--- src/rtl/fifo_sr_dispatch.sv ---
// Drain stage of the shared-resource multi-flux FIFO.
// Scans per-flux empty flags round-robin, issues a one-hot read strobe, captures the
// muxed FIFO word and presents one registered valid/ready stream per flux.
// Optional: define DISPATCH_TAGCHK_EN to add a sticky tag-mismatch flag (tag_err).
module fifo_sr_dispatch #(
  parameter int unsigned DATA_WIDTH = 8,
  parameter int unsigned FLUX       = 2,
  localparam int unsigned TAG_WIDTH = $clog2(FLUX)
) (
  input  logic                           clk,
  input  logic                           rst,
  input  logic                           en,
  input  logic [FLUX-1:0]                fifo_empty,
  input  logic [DATA_WIDTH+TAG_WIDTH-1:0] fifo_dout,
  output logic [FLUX-1:0]                fifo_read,
  output logic [FLUX*DATA_WIDTH-1:0]     m_data,
  output logic [FLUX-1:0]                m_valid,
  input  logic [FLUX-1:0]                m_ready
`ifdef DISPATCH_TAGCHK_EN
  ,
  output logic                           tag_err
`endif
);

  logic [FLUX-1:0]            m_valid_q, m_valid_d;
  logic [FLUX*DATA_WIDTH-1:0] m_data_q, m_data_d;
  logic [TAG_WIDTH-1:0]       rr_ptr_q, rr_ptr_d;
  logic [FLUX-1:0]            elig;
  logic                       grant_vld;
  logic [TAG_WIDTH-1:0]       grant_idx;
  logic [TAG_WIDTH-1:0]       scan_idx;

  // Eligibility: a flux draining this cycle may be refilled in the same cycle.
  // rst gates it so the read strobe is dead during reset.
  always_comb begin
    elig = {FLUX{en & ~rst}} & ~fifo_empty & (~m_valid_q | m_ready);
  end

  // Round-robin scan starting at rr_ptr, wrapping FLUX-1 -> 0.
  always_comb begin
    grant_vld = 1'b0;
    grant_idx = '0;
    scan_idx  = rr_ptr_q;
    for (int unsigned i = 0; i < FLUX; i++) begin
      if (!grant_vld && elig[scan_idx]) begin
        grant_vld = 1'b1;
        grant_idx = scan_idx;
      end
      scan_idx = (scan_idx == TAG_WIDTH'(FLUX - 1)) ? '0 : scan_idx + TAG_WIDTH'(1);
    end
  end

  // Read strobe is combinational and at most one-hot.
  always_comb begin
    fifo_read = grant_vld ? (FLUX'(1) << grant_idx) : '0;
  end

  // Next state for output registers and the round-robin pointer.
  always_comb begin
    m_valid_d = m_valid_q & ~m_ready;
    m_data_d  = m_data_q;
    for (int unsigned f = 0; f < FLUX; f++) begin
      if (fifo_read[f]) begin
        m_valid_d[f]                    = 1'b1;
        m_data_d[f*DATA_WIDTH +: DATA_WIDTH] = fifo_dout[DATA_WIDTH-1:0];
      end
    end
    if (grant_vld) begin
      rr_ptr_d = (grant_idx == TAG_WIDTH'(FLUX - 1)) ? '0 : grant_idx + TAG_WIDTH'(1);
    end else begin
      rr_ptr_d = rr_ptr_q;
    end
  end

  // State registers.
  always_ff @(posedge clk or posedge rst) begin
    if (rst) begin
      m_valid_q <= '0;
      m_data_q  <= '0;
      rr_ptr_q  <= '0;
    end else begin
      m_valid_q <= m_valid_d;
      m_data_q  <= m_data_d;
      rr_ptr_q  <= rr_ptr_d;
    end
  end

  assign m_valid = m_valid_q;
  assign m_data  = m_data_q;

`ifdef DISPATCH_TAGCHK_EN
  logic tag_err_q, tag_err_d;

  // Sticky: any grant whose word carries a tag other than the granted flux.
  always_comb begin
    tag_err_d = tag_err_q |
                (grant_vld & (fifo_dout[DATA_WIDTH +: TAG_WIDTH] != grant_idx));
  end

  // Tag error flag register.
  always_ff @(posedge clk or posedge rst) begin
    if (rst) begin
      tag_err_q <= 1'b0;
    end else begin
      tag_err_q <= tag_err_d;
    end
  end

  assign tag_err = tag_err_q;
`else
  // Tag bits are intentionally ignored in this build.
  logic unused_tag;
  assign unused_tag = ^fifo_dout[DATA_WIDTH +: TAG_WIDTH];
`endif

endmodule

--- config.mk ---
export PLATFORM = sky130hd
export DESIGN_NAME = fifo_sr_dispatch
export DESIGN_NICKNAME = d
export VERILOG_FILES = /design/src/rtl/fifo_sr_dispatch.sv
export SDC_FILE = /design/constraint.sdc
export NUM_CORES = 1
export LEC_CHECK = 0
export BUFFER_PORTS_ARGS = -buffer_cell sky130_fd_sc_hd__buf_2
export CORE_MARGIN = 4
export CORE_UTILIZATION = 47
export CTS_BUF_LIST = sky130_fd_sc_hd__clkbuf_4
export DETAILED_ROUTE_END_ITERATION = 16
export PLACE_DENSITY = 0.87
export SKIP_LAST_GASP = 1
export SLEW_MARGIN = 20
export SYNTH_ARGS = -nofsm -noshare
export SYNTH_HDL_FRONTEND = slang
export SYNTH_SLANG_ARGS = --single-unit
--- constraint.sdc ---
create_clock -name clk -period 1.9 [get_ports clk]
set_clock_uncertainty 0.1 [all_clocks]
set_input_delay 0.285 -clock clk [delete_from_list [all_inputs] [get_ports clk]]
set_output_delay 0.285 -clock clk [all_outputs]
set_load 0.01 [all_outputs]
==> out/metrics.yaml, run 1 <==
final_area_um2: 1030
regArea_um2: 475
postSynthAreaPerCell_um2: 15.4
vias: 554
grt-busiest-layer: "met2"
synth.area.top_cells: "dfrtp_1 (61%), mux2_2 (23%), nor4b_4 (3.0%)"
endpoint_kind: "output port"
pre_cts_slack_ps: 159
power_density_nw_per_um2: 1030
die_x_um: 48.9
synthesis.nets: 67
status: "completed"
yosysUniqueCellTypes: 14
vdd_drop_max_mv: 0.639
worstMarginPinSlew_ps: 239
placed_cells: 102
maxCapViolCount: 0
ant_nets: 0
grt_max_degree: 20
cp-start-kind: "register"
grt_setup_unrepaired: "true"
numCtsBuffers: 3
nFillCells: 127
wl_um: 1500
clk_path_buf_depth: 2
synthArstFlopShare: 1.00
synthToLayoutAreaGrowth_pct: 31.6
drt-pass1-iter-count: 1
post-route-period-util: 0.972
met2_usage: 0.241
drc: 0
critPathKind: "register to output port"
cp_top_family: "flip-flops"
slew_headroom: 0.841
num_rows: 14
ys_ff_latch: 19
fin_util: 0.670
ys_warn_count: 0
stdcell_count: 109
drv_slew: 0
overflow: 0
synthTopCellsByCount: "dfrtp_1 (19), mux2_2 (16), inv_1 (3)"
arrival_ps: 1460
hp-class: "primary input to register"
yosysMostFrequentCell: "dfrtp_1"
path_buf_inv: 2
dp_hpwl_um: 1170
multiInputGateArea_um2: 278
setup_viol: 0
first_iter_violations: 0
grt_usage: 0.145
synth_ff_type: "dfrtp_1"
tritoncts: "done"
syn_area_um2: 785
fp.coreArea_um2: 1540
cts.reportedPaths.clkPinSlew_ps: 100
fin_ws_ps: 53.6
synth_edf_count: 0
drive_gt1_frac: 0.699
synth_top_area_share: 0.606
grt_use_met3: 0.0428
wl_per_cell_um: 13.8
seq_area_frac_synth: 0.606
grt_pass1_wl_um: 2730
final.min_clock_period_ps: 1850
htree_levels: 1
routabilityCongestion: 0.702
tns_ps: 0
via_per_inst: 5.08
ioPinCount: 36
fmax_mhz: 542
portBuffers: 34
dieArea_um2: 2390
path_max_fanout: 3
worstPathRequired_ps: 1510
dieHeight_um: 48.9
final_nets: 110
worstPathCellList: "nor2b_4, nor4b_4, o21a_2, buf_4, buf_2"
hold_viol_final: 0
use_met1: 0.170
insertion_delay_ps: 290
start_util: 0.509
clockRootBuffer: "clkbuf_4"
synth_top_cell_by_area: "dfrtp_1"
cpMaxStageDelayCell: "dfrtp_1"
grt_pass1_vias: 637
clock-sinks: 19
post_dp_cell_area_um2: 975
p_leak_nw: 0.548
n_antenna_cell: 0
antenna_found_initial: 0
netlist_instances: 51
slowest_delay_ps: 390
-- kinds of logic after synthesis --
kind of cell	after synthesis	share of synthesized area
flops	19	0.606
mux	17	0.242
buf+inv	5	0.0431
compound gates	2	0.0191
simple gates	8	0.0893
-- layer usage --
metal  up-vias  wire, um
li1        260         -
met1       269       617
met2        25       724
met3         0       157
met4         0         0
met5         -         0
-- stage by stage --
step | hold WS (ps) | total power, mW
2_1_floorplan | 145 | 0.723
3_3_place_gp | 265 | 0.849
5_1_grt | 120 | 1.14
6_report | 134 | 1.06
3_5_place_dp | 283 | 0.864
4_1_cts | 125 | 1.08
-- state kept, by name, indices dropped and copies added (netlist names) --
name      cells
m_data       16
m_valid       2
rr_ptr_q      1
-- what timing repair did --
| action | in CTS | in global routing |
|---|---|---|
| pin swaps | 0 | 0 |
| buffers inserted | 1 | 1 |
| gates resized for setup | 1 | 1 |
| endpoints found under the setup margin | 1 | 2 |
| hold buffers | 1 | 0 |
| hold endpoints to repair | 19 | 0 |
-- final timing paths --
kind | startpoint | to | slack, ps | cells past startpoint
worst max-delay path | m_valid[1] | fifo_read[1] | 50 | 5
worst max register to register | m_valid[1] | m_data[10] | 90 | 7
min in group asynchronous | rst | m_data[2] | 500 | 4
worst min register to register | rr_ptr_q | rr_ptr_q | 410 | 1
worst min-delay path | fifo_dout[0] | m_data[8] | 130 | 2
max in group asynchronous | rst | m_data[11] | 1010 | 4
-- area by class of cell --
class                   instances  area share
flip-flops and latches         19       0.461
multi-input cells              27       0.269
repair buffers                 40       0.211
clock buffers                   4      0.0291
well taps                      16      0.0194
inverters                       3      0.0109
-- where the power goes --
part	internal [mW]	leakage (nW)	switching, mW
registers	0.503	0.228	0.0481
logic	0.165	0.301	0.137
clock network	0.0959	0.0184	0.113
-- cells in the final DEF (no fill, tap or decap) --
master	n
buf_2	34
dfrtp_1	19
mux2_2	16
buf_4	5
clkbuf_4	4
inv_1	3
nand2_1	2
nor2b_4	1
nor2_1	1
nand2b_2	1
nand4_1	1
a21o_2	1
nor4b_4	1
o21a_2	1
or2_2	1
mux2i_1	1
dlygate4sd3_1	1
Note: power is estimated with default switching activity, not from simulation.
==> run 2: changes to the inputs <==
Settings changed: RECOVER_POWER set to 100.
Clock period 1.9 ns to 2 ns, I/O delays scaled along.
==> out/metrics.yaml, run 2 (synthesized netlist as in run 1, its figures left out) <==
tns_ps: 0  # unchanged
critPathKind: "register to output port"  # unchanged
drive_gt1_frac: 0.449  # was 0.699
wl_per_cell_um: 14.2  # was 13.8 um
overflow: 0  # unchanged
cp-start-kind: "register"  # unchanged
worstPathRequired_ps: 1600  # was 1510 ps
antenna_found_initial: 0  # unchanged
first_iter_violations: 1  # was 0
start_util: 0.509  # unchanged
wl_um: 1490  # was 1500 um
setup_viol: 0  # unchanged
clockRootBuffer: "clkbuf_4"  # unchanged
grt_usage: 0.151  # was 0.145
stdcell_count: 105  # was 109
endpoint_kind: "output port"  # unchanged
cts.reportedPaths.clkPinSlew_ps: 100  # about the same
clock-sinks: 19  # unchanged
cpMaxStageDelayCell: "dfrtp_1"  # unchanged
slowest_delay_ps: 390  # about the same
grt_setup_unrepaired: "false"  # was true
drt-pass1-iter-count: 2  # was 1
n_antenna_cell: 0  # unchanged
arrival_ps: 1490  # was 1460 ps
insertion_delay_ps: 300  # was 290 ps
ant_nets: 0  # unchanged
drc: 0  # unchanged
timing.rr.start: "m_valid[1]"  # unchanged
tritoncts: "done"  # unchanged
slew_headroom: 0.335  # was 0.841
maxCapViolCount: 0  # unchanged
placed_cells: 100  # was 102
status: "completed"  # unchanged
worstPathCellList: "nor2b_4, nor4b_4, o21a_4, clkbuf_2"  # was nor2b_4, nor4b_4, o21a_2, buf_4, buf_2
synthToLayoutAreaGrowth_pct: 24.9  # was 31.6%
final_cell_mix: "clkbuf_1 (21), dfrtp_1 (19), mux2_2 (16), buf_2 (13), clkbuf_4 (4)"  # was buf_2 (34), dfrtp_1 (19), mux2_2 (16), buf_4 (5), clkbuf_4 (4)
layout_commonest_cell: "clkbuf_1"  # was buf_2
path_max_fanout: 10  # was 3
dp_hpwl_um: 1100  # was 1170 um
drv_slew: 0  # unchanged
nFillCells: 134  # was 127
power_density_nw_per_um2: 1010  # was 1030 nW/um^2
ioPinCount: 36  # unchanged
grt_pass1_wl_um: 2790  # was 2730 um
worstMarginPinSlew_ps: 997  # was 239 ps
hold_start: "fifo_dout[1]"  # was fifo_dout[0]
portBuffers: 34  # unchanged
vdd_drop_max_mv: 0.702  # was 0.639 mV
via_per_inst: 5.09  # was 5.08
final_nets: 106  # was 110
post-route-period-util: 0.946
num_rows: 14  # unchanged
htree_levels: 1  # unchanged
die_x_um: 48.9  # unchanged
vias: 534  # was 554
numCtsBuffers: 3  # unchanged
hold_viol_final: 0  # unchanged
fmax_mhz: 528
dieArea_um2: 2390  # unchanged
grt_pass1_vias: 637  # unchanged
regArea_um2: 475  # unchanged
fp.coreArea_um2: 1540  # unchanged
p_leak_nw: 0.462  # was 0.548 nW
routabilityCongestion: 0.734  # was 0.702
largest_reg_flops: 16  # unchanged
clk_path_buf_depth: 2  # unchanged
cp-startpoint: "m_valid[1]"  # unchanged
final.min_clock_period_ps: 1890
multiInputGateArea_um2: 284  # was 278 um^2
grt_max_degree: 20  # unchanged
hp-class: "primary input to register"  # unchanged
dieHeight_um: 48.9  # unchanged
run 2: changes by cell type in the layout (fill, tap and decap cells not counted):
cell / before / now
clkbuf_2: 0 / 1
buf_4: 5 / 0
buf_2: 34 / 13
o21a_2: 1 / 0
clkbuf_1: 0 / 21
o21a_4: 0 / 1
run 2: final timing paths:
kind / slack, ps / to / depth (start not counted)
worst min register to register: 410 / m_data[14] / 1
worst max register to register: 390 / m_data[11] / 4
max in group asynchronous: 400 / m_data[15] / 4
worst min-delay path: 140 / m_data[9] / 2
worst max-delay path: 110 / fifo_read[1] / 4
min in group asynchronous: 790 / m_data[10] / 4
run 2: critical path, delay by kind of cell, from the launching register on:
| family | cells | cell delay (ps) |
|---|---|---|
| and+or+nand+nor | 2 | 400 |
| DFF | 1 | 390 |
| buffers and inverters | 1 | 160 |
| AOI/OAI and AO/OA | 1 | 260 |
run 2: report_power, final:
part	switching, mW	leakage, nW	internal [mW]
Clock	0.113	0.0184	0.0913
Combinational	0.131	0.215	0.126
Sequential	0.0490	0.228	0.478
Total	0.294	0.462	0.696
run 2: area by class of cell:
cell class	count	share of cell area
Timing Repair Buffer	36	0.162
Inverter	3	0.0115
Multi-Input combinational cell	27	0.290
Tap cell	16	0.0204
Clock buffer	4	0.0307
Sequential cell	19	0.485
run 2: repair_timing:
| item | in CTS | in global routing |
|---|---|---|
| gates resized for setup | 2 | 1 |
| hold endpoints to repair | 19 | 0 |
| endpoints found under the setup margin | 1 | 1 |
| hold buffers | 1 | 0 |
| buffers inserted | 0 | 0 |
run 2: layer usage:
metal | part of all wire | track usage | vias up
met5 | 0 | 0 | -
met4 | 0.019 | 0.0807 | 0
met3 | 0.12 | 0.0550 | 3
met2 | 0.47 | 0.250 | 28
met1 | 0.40 | 0.168 | 255
li1 | - | - | 248
run 2: stage by stage:
stage | area, um^2 | total power [mW] | hold slack (ps) | util | worst slack (ps)
2_1_floorplan | 785 | 0.687 | 160 | - | 284
3_5_place_dp | 960 | 0.817 | 295 | 0.623 | 181
6_report | 980 | 0.989 | 136 | 0.636 | 108
3_3_place_gp | 960 | 0.803 | 281 | 0.623 | 235
4_1_cts | 1010 | 1.03 | 128 | 0.653 | 74.1
5_1_grt | 980 | 1.06 | 133 | 0.636 | 13.0
==> run 3: changes to the inputs <==
Settings changed: CELL_PAD_IN_SITES_DETAIL_PLACEMENT set to 2, CELL_PAD_IN_SITES_GLOBAL_PLACEMENT set to 2, CORE_UTILIZATION 47 to 27, PLACE_DENSITY 0.87 to 0.83.
Clock period 2 ns to 1.53 ns, I/O delays scaled along.
==> out/metrics.yaml, run 3 (synthesized netlist as in run 1, its figures left out) <==
ant_nets: 0  # unchanged
dp_hpwl_um: 1450  # was 1100 um
final_nets: 117  # was 106
numCtsBuffers: 3  # unchanged
fmax_mhz: 562
worstMarginPinSlew_ps: 483  # was 997 ps
grt_pass1_wl_um: 2980  # was 2790 um
cp-start-kind: "register"  # unchanged
first_iter_violations: 11  # was 1
hold_viol_final: 0  # unchanged
drv_slew: 0  # unchanged
grt_pass1_vias: 657  # was 637
vdd_drop_max_mv: 0.705  # was 0.702 mV
clk_path_buf_depth: 2  # unchanged
via_per_inst: 4.47  # was 5.09
slew_headroom: 0.678  # was 0.335
clock-sinks: 19  # unchanged
wl_met2_um: 975  # was 694 um
insertion_delay_ps: 280  # was 300 ps
wl_met1_um: 752  # was 592 um
arrival_ps: 1450  # was 1490 ps
timing.rr.start: "m_valid[1]"  # unchanged
wl_um: 1900  # was 1490 um
worstPathRequired_ps: 1200  # was 1600 ps
wl_per_cell_um: 14.5  # was 14.2 um
top_layer: "met3"  # was met4
grt_setup_unrepaired: "true"  # was false
fin_ws_ps: -249  # was 108 ps
timing.rr.end: "m_data[13]"  # was m_data[11]
pre_cts_slack_ps: -106  # was 181 ps
antenna_found_initial: 0  # unchanged
holdPathEnd: "m_data[2]"  # was m_data[9]
cts.reportedPaths.clkPinSlew_ps: 100  # about the same
fin_util: 0.411  # was 0.636
path_max_fanout: 4  # was 10
power_density_nw_per_um2: 1200  # was 1010 nW/um^2
p_leak_nw: 0.567  # was 0.462 nW
setup_viol: 18  # was 0
dieArea_um2: 3830  # was 2390 um^2
status: "finished with violations"  # was completed
dieHeight_um: 61.9  # was 48.9 um
violations: "negative setup slack"
overflow: 0  # unchanged
n_antenna_cell: 0  # unchanged
layout_commonest_cell: "dfrtp_1"  # was clkbuf_1
tritoncts: "done"  # unchanged
grt_max_degree: 20  # unchanged
whs_ps: 86.2  # was 136 ps
hp-class: "primary input to register"  # unchanged
drive_gt1_frac: 0.540  # was 0.449
clockRootBuffer: "clkbuf_4"  # unchanged
final.min_clock_period_ps: 1780
endpoint_kind: "output port"  # unchanged
die_x_um: 61.9  # was 48.9 um
drt-pass1-iter-count: 4  # was 2
drc: 0  # unchanged
synthToLayoutAreaGrowth_pct: 44.5  # was 24.9%
largest_reg_flops: 16  # unchanged
grt_usage: 0.108  # was 0.151
routabilityCongestion: 0.689  # was 0.734
hold_start: "fifo_dout[2]"  # was fifo_dout[1]
ff2ff_path_depth: 6  # was 4
post-route-period-util: 1.16
start_util: 0.284  # was 0.509
num_rows: 19  # was 14
r2r_slack_ps: -210  # was 390 ps
htree_levels: 1  # unchanged
fp.coreArea_um2: 2760  # was 1540 um^2
critPathKind: "register to output port"  # unchanged
final_cell_mix: "dfrtp_1 (19), clkbuf_1 (18), buf_2 (15), mux2_4 (8), mux2_2 (8)"  # was clkbuf_1 (21), dfrtp_1 (19), mux2_2 (16), buf_2 (13), clkbuf_4 (4)
hold_depth: 2  # unchanged
ioPinCount: 36  # unchanged
vias: 585  # was 534
wl_met3_um: 175  # was 174 um
maxCapViolCount: 0  # unchanged
portBuffers: 34  # unchanged
power_mw: 1.36  # was 989 uW
## run 3: cell count changes in the layout (fill, tap and decap cells not counted), sizes merged
cell / previous run / this run
buf: 13 / 27
clkbuf: 26 / 23
clkinvlp: 0 / 1
inv: 3 / 2
## run 3: power by group
part           total, mW  internal (mW)  switching [mW]
combinational      0.403          0.217           0.186
sequential         0.694          0.625          0.0689
clock              0.261          0.119           0.142
total               1.36          0.961           0.397
## run 3: how the worst max path moves through the flow
stage,startpoint,to,slack [ps]
2_1_floorplan,m_valid[1],m_data[10],-60
3_3_place_gp,m_valid[1],m_data[15],-60
3_5_place_dp,m_valid[1],m_data[11],-110
4_1_cts,m_valid[1],fifo_read[1],-320
5_1_grt,m_valid[1],fifo_read[1],-360
6_report,m_valid[1],fifo_read[0],-250
## run 3: worst max-delay path, cell delays in order, from the launching register on
cell and delay [ps]:
dfrtp_1 390, nor2b_4 140, buf_4 130, nor2_2 80, a21o_1 160, buf_6 120
inv_1 30, buf_2 120
## run 3: final cells by class
cell class	count	area (um^2)
clock buffers	4	30.0
well taps	31	38.8
fillers	303	1620
flip-flops and latches	19	475
repair buffers	47	267
inverters	3	15.0
multi-input cells	27	308
## run 3: what timing repair did
action,in CTS,in global routing
setup buffers,3,4
gates resized for setup,8,6
hold buffers,1,0
hold endpoints to repair,19,0
pin swaps,1,2
setup endpoints to repair,18,18
## run 3: per-layer routing
| metal | GRT usage | vias to the layer above |
|---|---|---|
| li1 | - | 269 |
| met1 | 0.127 | 293 |
| met2 | 0.188 | 23 |
| met3 | 0.0351 | 0 |
| met4 | 0.0273 | 0 |
| met5 | 0 | - |
## run 3: per-stage QoR
stage | instance area (um^2) | setup TNS, ps | cells
floorplan | 788 | -491 | 51
global placement | 1020 | -547 | 120
detailed placement | 1020 | -901 | 120
CTS | 1110 | -2710 | 127
global route | 1130 | -3950 | 131
finish | 1130 | -2500 | 131
